$ cat config.mk
export PLATFORM = sky130hd
export DESIGN_NAME = mem_io_ctrl
export DESIGN_NICKNAME = d
export VERILOG_FILES = /design/src/rtl/mem_io_ctrl.sv
export SDC_FILE = /design/constraint.sdc
export NUM_CORES = 1
export LEC_CHECK = 0
export ABC_AREA = 0
export CORE_MARGIN = 5
export CORE_UTILIZATION = 40
export DETAILED_ROUTE_END_ITERATION = 10
export PLACE_DENSITY = 0.71
export SLEW_MARGIN = 20
export SYNTH_ARGS = -nofsm -noshare
export SYNTH_HDL_FRONTEND = slang
export SYNTH_SLANG_ARGS = --single-unit
export TNS_END_PERCENT = 20
$ cat constraint.sdc
create_clock -name clk_in -period 9.44 [get_ports clk_in]
set_input_delay 1.888 -clock clk_in [delete_from_list [all_inputs] [get_ports clk_in]]
set_output_delay 1.888 -clock clk_in [all_outputs]
set_load 0.005 [all_outputs]
$ cat src/rtl/mem_io_ctrl.sv
// Memory-side bus controller: RAM/IO decode, 1-cycle read return, UART TX FIFO and cycle counter.
// Optional MEM_IO_DROP_CNT_EN adds a saturating dropped-push counter readable at 0x30008.
module mem_io_ctrl #(
    parameter int TX_FIFO_WIDTH = 3,
    parameter int FULL_MARGIN   = 2
) (
    input  logic        clk_in,
    input  logic        rst_in,
    input  logic [31:0] cpu_a,
    input  logic [7:0]  cpu_dout,
    input  logic        cpu_wr,
    output logic [7:0]  cpu_din,
    output logic        io_buffer_full,
    output logic [16:0] ram_a,
    output logic [7:0]  ram_din,
    output logic        ram_we,
    input  logic [7:0]  ram_dout,
    input  logic [7:0]  uart_rx_data,
    input  logic        uart_rx_valid,
    output logic        uart_rx_pop,
    output logic [7:0]  uart_tx_data,
    output logic        uart_tx_valid,
    input  logic        uart_tx_ready,
    output logic        program_stop
);

    localparam int DEPTH = 1 << TX_FIFO_WIDTH;
    localparam logic [TX_FIFO_WIDTH:0] DEPTH_C  = (TX_FIFO_WIDTH+1)'(DEPTH);
    localparam logic [TX_FIFO_WIDTH:0] MARGIN_C = (TX_FIFO_WIDTH+1)'(FULL_MARGIN);

    logic                   is_io, io_rd, io_wr;
    logic [3:0]             off;
    logic [31:0]            cyc_cnt_q, cyc_cnt_d;
    logic [31:0]            snap_q, snap_d;
    logic                   src_q, src_d;
    logic [7:0]             io_rdata_q, io_rdata_d;
    logic                   stop_q, stop_d;
    logic [TX_FIFO_WIDTH:0] wr_ptr_q, wr_ptr_d, rd_ptr_q, rd_ptr_d, count;
    logic [7:0]             mem_q [DEPTH];
    logic                   push_req, push_ok, pop, full;
    logic [7:0]             push_data;
    logic                   unused_a;
`ifdef MEM_IO_DROP_CNT_EN
    logic [7:0]             drop_cnt_q, drop_cnt_d;
`endif

    assign unused_a = ^cpu_a[31:18];
    assign is_io    = (cpu_a[17:16] == 2'b11);
    assign off      = cpu_a[3:0];
    assign io_rd    = is_io & ~cpu_wr;
    assign io_wr    = is_io & cpu_wr;

    assign ram_a   = cpu_a[16:0];
    assign ram_din = cpu_dout;
    assign ram_we  = cpu_wr & ~is_io & ~rst_in;

    assign count          = wr_ptr_q - rd_ptr_q;
    assign full           = (count == DEPTH_C);
    // Outputs are forced to their idle values while reset is held, even on the first reset cycle.
    assign uart_tx_valid  = (count != '0) & ~rst_in;
    assign uart_tx_data   = mem_q[rd_ptr_q[TX_FIFO_WIDTH-1:0]];
    assign io_buffer_full = ((DEPTH_C - count) <= MARGIN_C) & ~rst_in;
    assign pop            = uart_tx_valid & uart_tx_ready;
    assign push_ok        = push_req & (~full | pop) & ~rst_in;
    assign cpu_din        = (src_q & ~rst_in) ? io_rdata_q : ram_dout;
    assign program_stop   = stop_q;

    always_comb begin
        cyc_cnt_d   = cyc_cnt_q + 32'd1;
        snap_d      = snap_q;
        src_d       = io_rd;
        io_rdata_d  = 8'h00;
        stop_d      = stop_q;
        push_req    = 1'b0;
        push_data   = cpu_dout;
        uart_rx_pop = 1'b0;
        if (io_rd) begin
            case (off)
                4'h0: begin
                    io_rdata_d  = uart_rx_valid ? uart_rx_data : 8'h00;
                    uart_rx_pop = uart_rx_valid & ~rst_in;
                end
                // Byte 0 comes live while the snapshot is taken, so bytes 1..3 match it.
                4'h4: begin
                    io_rdata_d = cyc_cnt_q[7:0];
                    snap_d     = cyc_cnt_q;
                end
                4'h5: io_rdata_d = snap_q[15:8];
                4'h6: io_rdata_d = snap_q[23:16];
                4'h7: io_rdata_d = snap_q[31:24];
`ifdef MEM_IO_DROP_CNT_EN
                4'h8: io_rdata_d = drop_cnt_q;
`endif
                default: io_rdata_d = 8'h00;
            endcase
        end
        if (io_wr) begin
            case (off)
                4'h0: push_req = (cpu_dout != 8'h00);
                4'h4: begin
                    stop_d    = 1'b1;
                    push_req  = 1'b1;
                    push_data = 8'h00;
                end
                default: push_req = 1'b0;
            endcase
        end
        wr_ptr_d = wr_ptr_q + (TX_FIFO_WIDTH+1)'(push_ok);
        rd_ptr_d = rd_ptr_q + (TX_FIFO_WIDTH+1)'(pop);
`ifdef MEM_IO_DROP_CNT_EN
        drop_cnt_d = drop_cnt_q;
        if (push_req && full && !pop && drop_cnt_q != 8'hFF) begin
            drop_cnt_d = drop_cnt_q + 8'd1;
        end
`endif
    end

    always_ff @(posedge clk_in) begin
        if (rst_in) begin
            cyc_cnt_q  <= '0;
            snap_q     <= '0;
            src_q      <= 1'b0;
            io_rdata_q <= 8'h00;
            stop_q     <= 1'b0;
            wr_ptr_q   <= '0;
            rd_ptr_q   <= '0;
`ifdef MEM_IO_DROP_CNT_EN
            drop_cnt_q <= 8'h00;
`endif
        end else begin
            cyc_cnt_q  <= cyc_cnt_d;
            snap_q     <= snap_d;
            src_q      <= src_d;
            io_rdata_q <= io_rdata_d;
            stop_q     <= stop_d;
            wr_ptr_q   <= wr_ptr_d;
            rd_ptr_q   <= rd_ptr_d;
`ifdef MEM_IO_DROP_CNT_EN
            drop_cnt_q <= drop_cnt_d;
`endif
        end
    end

    always_ff @(posedge clk_in) begin
        if (push_ok) begin
            mem_q[wr_ptr_q[TX_FIFO_WIDTH-1:0]] <= push_data;
        end
    end

endmodule

==> metrics, run 1 <==
final hold violation count 0; # rows 45; via count 4141; Net count, final 660; WS Path Type in -> out; GRT Overall Usage 15.66%; Die X 133.8 um; most frequent cell after synthesis nand2_1; post-placement cell count ~760; max-slew violations 0; area grow syn2layout 20.21%; initial drt markers 287; Cells after Synth 544; cell leakage power 0.002464 uW; Critical Path Source Type input pin; final setup fails 0; prevailing post-synth register cell dfxtp_1; initial antenna violation count 0; Setup crit start cpu_a[0]; CTS H-tree lvls 4; TritonRoute pass-1 iters 4; Clock Latency Late Sink 0.42 ns; clk slew on worst S/H paths about 0.05 ns; worst relative slew slack 32.91%; largest net degree at the start of global routing 44; RR Startpoint rd_ptr_q[1]; RSZ-0062 raised after global routing false; count of yosys warnings during synthesis 0; mapped cell area 6130 um^2; Hold Path Class reg -> reg; Antenna diodes 0; Least-Margin Pin Slew 0.9978 ns; Setup Buffers After CTS 0; clk buf depth 2; top cells by area, synth edfxtp_1 31%, dfxtp_1 24%, mux4_2 8.5%; share of flip-flops with an asynchronous set or reset 0%; Mean Syn Cell Area 11.27 um^2; CTS buffer count 17; Layout Cells excl Fill 789; area leader, netlist edfxtp_1; run status complete, no violations; antenna viol nets, final 0; fin crit period around 6.1 ns; DP Wirelength 9520 um; Commonest cells post-synth 88 x nand2_1, 74 x dfxtp_1, 64 x edfxtp_1, 46 x nor2_1, 33 x a21oi_1; global-route wire length before repair roughly 22000 um; Setup Skew 0.006835 ns; Max Freq 162.9 MHz; Max Cap Viol 0; synthesis-stage register bit count about 140; Post-CTS Resized 0; Period Utilization, post-route 65.02%; I/O pin count 107; via density per instance around 5.2; TritonCTS Sinks approximately 140; final setup TNS 0 ns; Critical Path End Type output port; WP data arrival 4.25 ns; PwrDens roughly 190 nW/um^2; Port-buffer cells 68; WL final 13570 um; total global routing overflow 0; Hold Startpoint snap_q[23]; worst vdd ir 0.1293 mV; Root Buffer clkbuf_16; Worst Path Max Fanout 11; fraction of layout cells with a size suffix above 1 13.14%; number of global-route vias before repair 4213; Synth cell types 45; die area 17900 um^2; area of the core approximately 15000 um^2; Wirelength per Cell around 17 um; gpl congestion 0.8131; number of synthesized flops with an enable pin 64; Worst Path Required 7.55 ns; initial core utilization between 40% and 50%; sequential fraction of the synthesis area 55.52%; DIE HEIGHT 133.8 um; cts-stage hold buffer count 0; Synth Net Count 616; CTS tree done; DRC errors left 0; top-area cell type share of the netlist area 31.35%
layer usage:
metal,GRT usage [%],vias to the layer above,share of wire (%)
li1,-,2001,-
met2,25.60,114,49
met1,20.03,2011,44
met5,0,-,0
met4,5.829,0,1.3
met3,4.201,15,5.9
power breakdown:
part | internal [uW] | switching [uW]
clock network | 374 | 248
registers | 627 | 2.70
logic | 64.3 | 50.3
total | 1070 | 301
registers in the layout, indices dropped and copies added, names as in the netlist:
name,flops
cyc_cnt_q,32
io_rdata_q,8
mem_q,64
program_stop,1
rd_ptr_q,4
snap_q,24
src_q,1
wr_ptr_q,4
worst max-delay path, cell delays in order:
cell             delay [ns]
clkdlybuf4s50_1        0.69
nor3_1                 0.48
and3b_1                0.43
and2_1                 0.24
clkdlybuf4s50_1        0.52
logic make-up after synthesis:
group                    synth area share (%)
buffers and inverters                   5.470
AO/OA/AOI/OAI                           4.756
XOR/XNOR                                4.429
AND/OR/NAND/NOR                         16.94
flip-flops                              55.52
adder cells (fa/ha/maj)                 2.368
multiplexers                            10.51
cells in the final DEF, fill, tap and decap left out, types with 3 or more instances in the layout:
master / synthesis / layout
nand2_1: 88 / 88
xor2_1: 18 / 18
or3_2: 3 / 3
xnor2_1: 13 / 13
clkdlybuf4s50_1: 0 / 67
clkinv_2: 0 / 5
nand3_1: 15 / 15
clkbuf_16: 0 / 17
and2_1: 10 / 10
and3_1: 3 / 3
nand4_1: 11 / 11
mux2_2: 8 / 8
a21oi_1: 33 / 33
nor3_1: 9 / 8
buf_4: 25 / 8
nor4b_1: 3 / 3
dfxtp_1: 74 / 74
edfxtp_1: 64 / 64
nor2_1: 46 / 46
a22oi_1: 8 / 8
ha_1: 10 / 10
nor4_1: 6 / 6
inv_1: 10 / 10
mux4_2: 23 / 23
nor2b_1: 9 / 9
o21ai_0: 6 / 6
final timing paths:
kind / endpoint / slack, ns / cells past startpoint
worst max-delay path: uart_rx_pop / 3.30 / 5
worst min-delay path: snap_q[23] / 0.45 / 2
worst max register to register: wr_ptr_q[1] / 5.53 / 11
worst min register to register: snap_q[23] / 0.45 / 2
per-stage QoR:
stage / power (uW) / setup slack, ns / instance area, um^2 / util (%) / hold slack [ns]
floorplan: 714.2 / 4.557 / 6130 / - / 0.4315
global placement: 756.0 / 3.400 / 6807 / 45.11 / 0.4339
detailed placement: 758.4 / 3.322 / 6812 / 45.14 / 0.4446
CTS: 1376 / 3.311 / 7368 / 48.83 / 0.4523
global route: 1415 / 3.156 / 7368 / 48.83 / 0.4716
finish: 1367 / 3.302 / 7368 / 48.83 / 0.4520
layout make-up:
| class | instances | area, um^2 |
|---|---|---|
| well taps | 188 | 235.2 |
| clock inverters | 12 | 100.1 |
| multi-input cells | 344 | 2396 |
| clock buffers | 20 | 456.7 |
| fillers | 1304 | 7721 |
| repair buffers | 76 | 735.7 |
| inverters | 11 | 41.29 |
| flip-flops and latches | 138 | 3403 |
No activity file was read; power rests on OpenSTA's default activity.
==> run 2, diff against run 1 <==
==> constraint.sdc (replaced) <==
create_clock -name clk_in -period 5.65 [get_ports clk_in]
set_input_delay 1.13 -clock clk_in [delete_from_list [all_inputs] [get_ports clk_in]]
set_output_delay 1.13 -clock clk_in [all_outputs]
set_load 0.005 [all_outputs]
==> run 2 against run 1 <==
Effect of this change: clock skew is 0.00057 ns lower; cell area is 0.63% higher; routed wire length is 0.18% lower; via count is 0.58% higher; non-clock buffer count is 4 higher; global-route usage is 0.16 points lower; die area stayed put.
==> metrics, run 2 (synthesis gave the netlist of run 1 again) <==
Net Sw Power 514.7 uW (+71%); run status complete, no violations; cts-stage hold buffer count 0 (unchanged); final hold violation count 0 (unchanged); Worst Path Max Fanout 11 (unchanged); sequential share of power 45.4% (-0.7 points); Clock power frac 46.3% (+0.8 points); worst vdd ir 0.2405 mV (+86%); Antenna diodes 0 (unchanged); worst relative slew slack 36.36% (+3.5 points); Post-CTS Resized 0 (unchanged); WL final 13540 um (-0.18%); Least-Margin Pin Slew 0.9467 ns (-0.05111 ns); # rows 45 (unchanged); Setup Buffers After CTS 0 (unchanged); antenna viol nets, final 0 (unchanged); DP Wirelength 9330 um (-2.0%); initial antenna violation count 0 (unchanged); RR Startpoint rd_ptr_q[2]; DIE HEIGHT 133.8 um (unchanged); fin crit period about 4.4 ns; Layout Cells excl Fill 793 (+0.51%); max-slew violations 0 (unchanged); sw frac 22.19% (+0.14 points); Critical Path End Type output port; TritonRoute pass-1 iters 4 (unchanged); final setup fails 0 (unchanged); Clock Latency Late Sink 0.42 ns (about the same); r2r worst-path depth 11 (unchanged); number of global-route vias before repair 4234 (+0.50%); Root Buffer clkbuf_16; gpl congestion 0.8543 (+5.1%); initial drt markers 257 (-10%); die area 17900 um^2 (unchanged); cell leakage power 0.002495 uW (+1.3%); Period Utilization, post-route 77.93%; post-placement cell count 761 (+0.53%); most frequent cells in the layout 88 x nand2_1, 74 x dfxtp_1, 67 x clkdlybuf4s50_1; WS Path Type in -> out; CTS buffer count 17 (unchanged); Hold Startpoint snap_q[23]; crit path to uart_rx_pop; total global routing overflow 0 (unchanged); Hold Path Class reg -> reg; clk buf depth 2 (unchanged); GRT Overall Usage 15.50% (-0.16 points); reg2reg setup slack 1.96 ns (-3.57 ns); Setup crit start cpu_a[0]; area grow syn2layout 20.96%; clk slew on worst S/H paths 0.06 ns (about the same); largest net degree at the start of global routing 61 (+39%); PwrDens 312.9 nW/um^2 (+69%); Max Cap Viol 0 (unchanged); area of the core 15090 um^2 (unchanged); I/O pin count 107 (unchanged); Port-buffer cells 68 (unchanged); via count 4165 (+0.58%); reg2reg end wr_ptr_q[2]; final setup TNS 0 ns (unchanged); WP data arrival 3.27 ns (-0.98 ns); initial core utilization 40.62% (unchanged); Die X 133.8 um (unchanged); Max Freq 227.1 MHz; Wirelength per Cell 17.08 um (-0.69%); commonest non-fill, non-tap cell in the layout nand2_1; Setup Skew 0.006268 ns (-0.0005670 ns); fraction of layout cells with a size suffix above 1 13.55% (+0.41 points); CTS tree done; Final Util 49.14% (+0.31 points); Worst Path Required 4.52 ns (-3.03 ns); RSZ-0062 raised after global routing false; max FFs per register 64 (unchanged); Net count, final 664 (+0.61%); CTS H-tree lvls 4 (unchanged); via density per instance 5.252 (about the same); TritonCTS Sinks 138 (unchanged); global-route wire length before repair 21750 um (-0.88%); Pint 1805 uW (+69%); Comb pwr share 8.4% (about the same); DRC errors left 0 (unchanged); Critical Path Source Type input pin
==> run 2: changes by cell type in the layout (fill, tap and decap cells not counted), sizes merged <==
cell      previous run  this run
clkinvlp             2         1
inv                 11        15
clkbuf              20        21
clkinv               9         5
buf                  9        13
==> run 2: stage by stage <==
step / hold WS, ns / instance area [um^2] / power, uW / setup slack (ns)
floorplan: 0.4315 / 6130 / 1193 / 2.014
global placement: 0.4403 / 6837 / 1264 / 1.335
detailed placement: 0.4459 / 6837 / 1268 / 1.267
CTS: 0.4536 / 7415 / 2338 / 1.218
global route: 0.4826 / 7415 / 2400 / 1.054
finish: 0.4522 / 7415 / 2320 / 1.247
==> run 2: how the worst min path moves through the flow <==
stage                    to  slack, ns  depth (start not counted)
2_1_floorplan    snap_q[23]       0.43                          2
3_3_place_gp   program_stop       0.44                          2
3_5_place_dp     snap_q[23]       0.45                          2
4_1_cts          snap_q[23]       0.45                          2
5_1_grt          snap_q[17]       0.48                          2
6_report         snap_q[23]       0.45                          2
==> run 2: cell type report <==
cell class,instances,area (um^2)
Fill cell,1311,7675
Sequential cell,138,3403
Multi-Input combinational cell,344,2391
Timing Repair Buffer,80,765.7
Clock buffer,21,471.7
Tap cell,188,235.2
Clock inverter,11,106.4
Inverter,11,41.29
==> run 2: per-layer routing <==
layer / wire length (um) / up-vias / global-route usage (%)
met1: 5616 / 2014 / 18.93
li1: - / 2008 / -
met2: 6814 / 120 / 26.61
met5: 0 / - / 0
met4: 224 / 0 / 5.371
met3: 887 / 23 / 4.089
==> run 2: power by group through the flow <==
| stage | Clock, uW | Sequential (uW) | Combinational [uW] |
|---|---|---|---|
| after floorplan | 0 | 1070 | 121 |
| after global placement | 0 | 1070 | 190 |
| after detailed placement | 0 | 1070 | 195 |
| after CTS | 1090 | 1050 | 196 |
| after global routing | 1140 | 1050 | 210 |
| final | 1070 | 1050 | 194 |
==> run 2: worst max-delay path: stages <==
cell             delay [ns]
clkdlybuf4s50_1        0.40
buf_4                  0.19
nor3_1                 0.36
and3b_1                0.43
and2_1                 0.24
clkdlybuf4s50_1        0.52
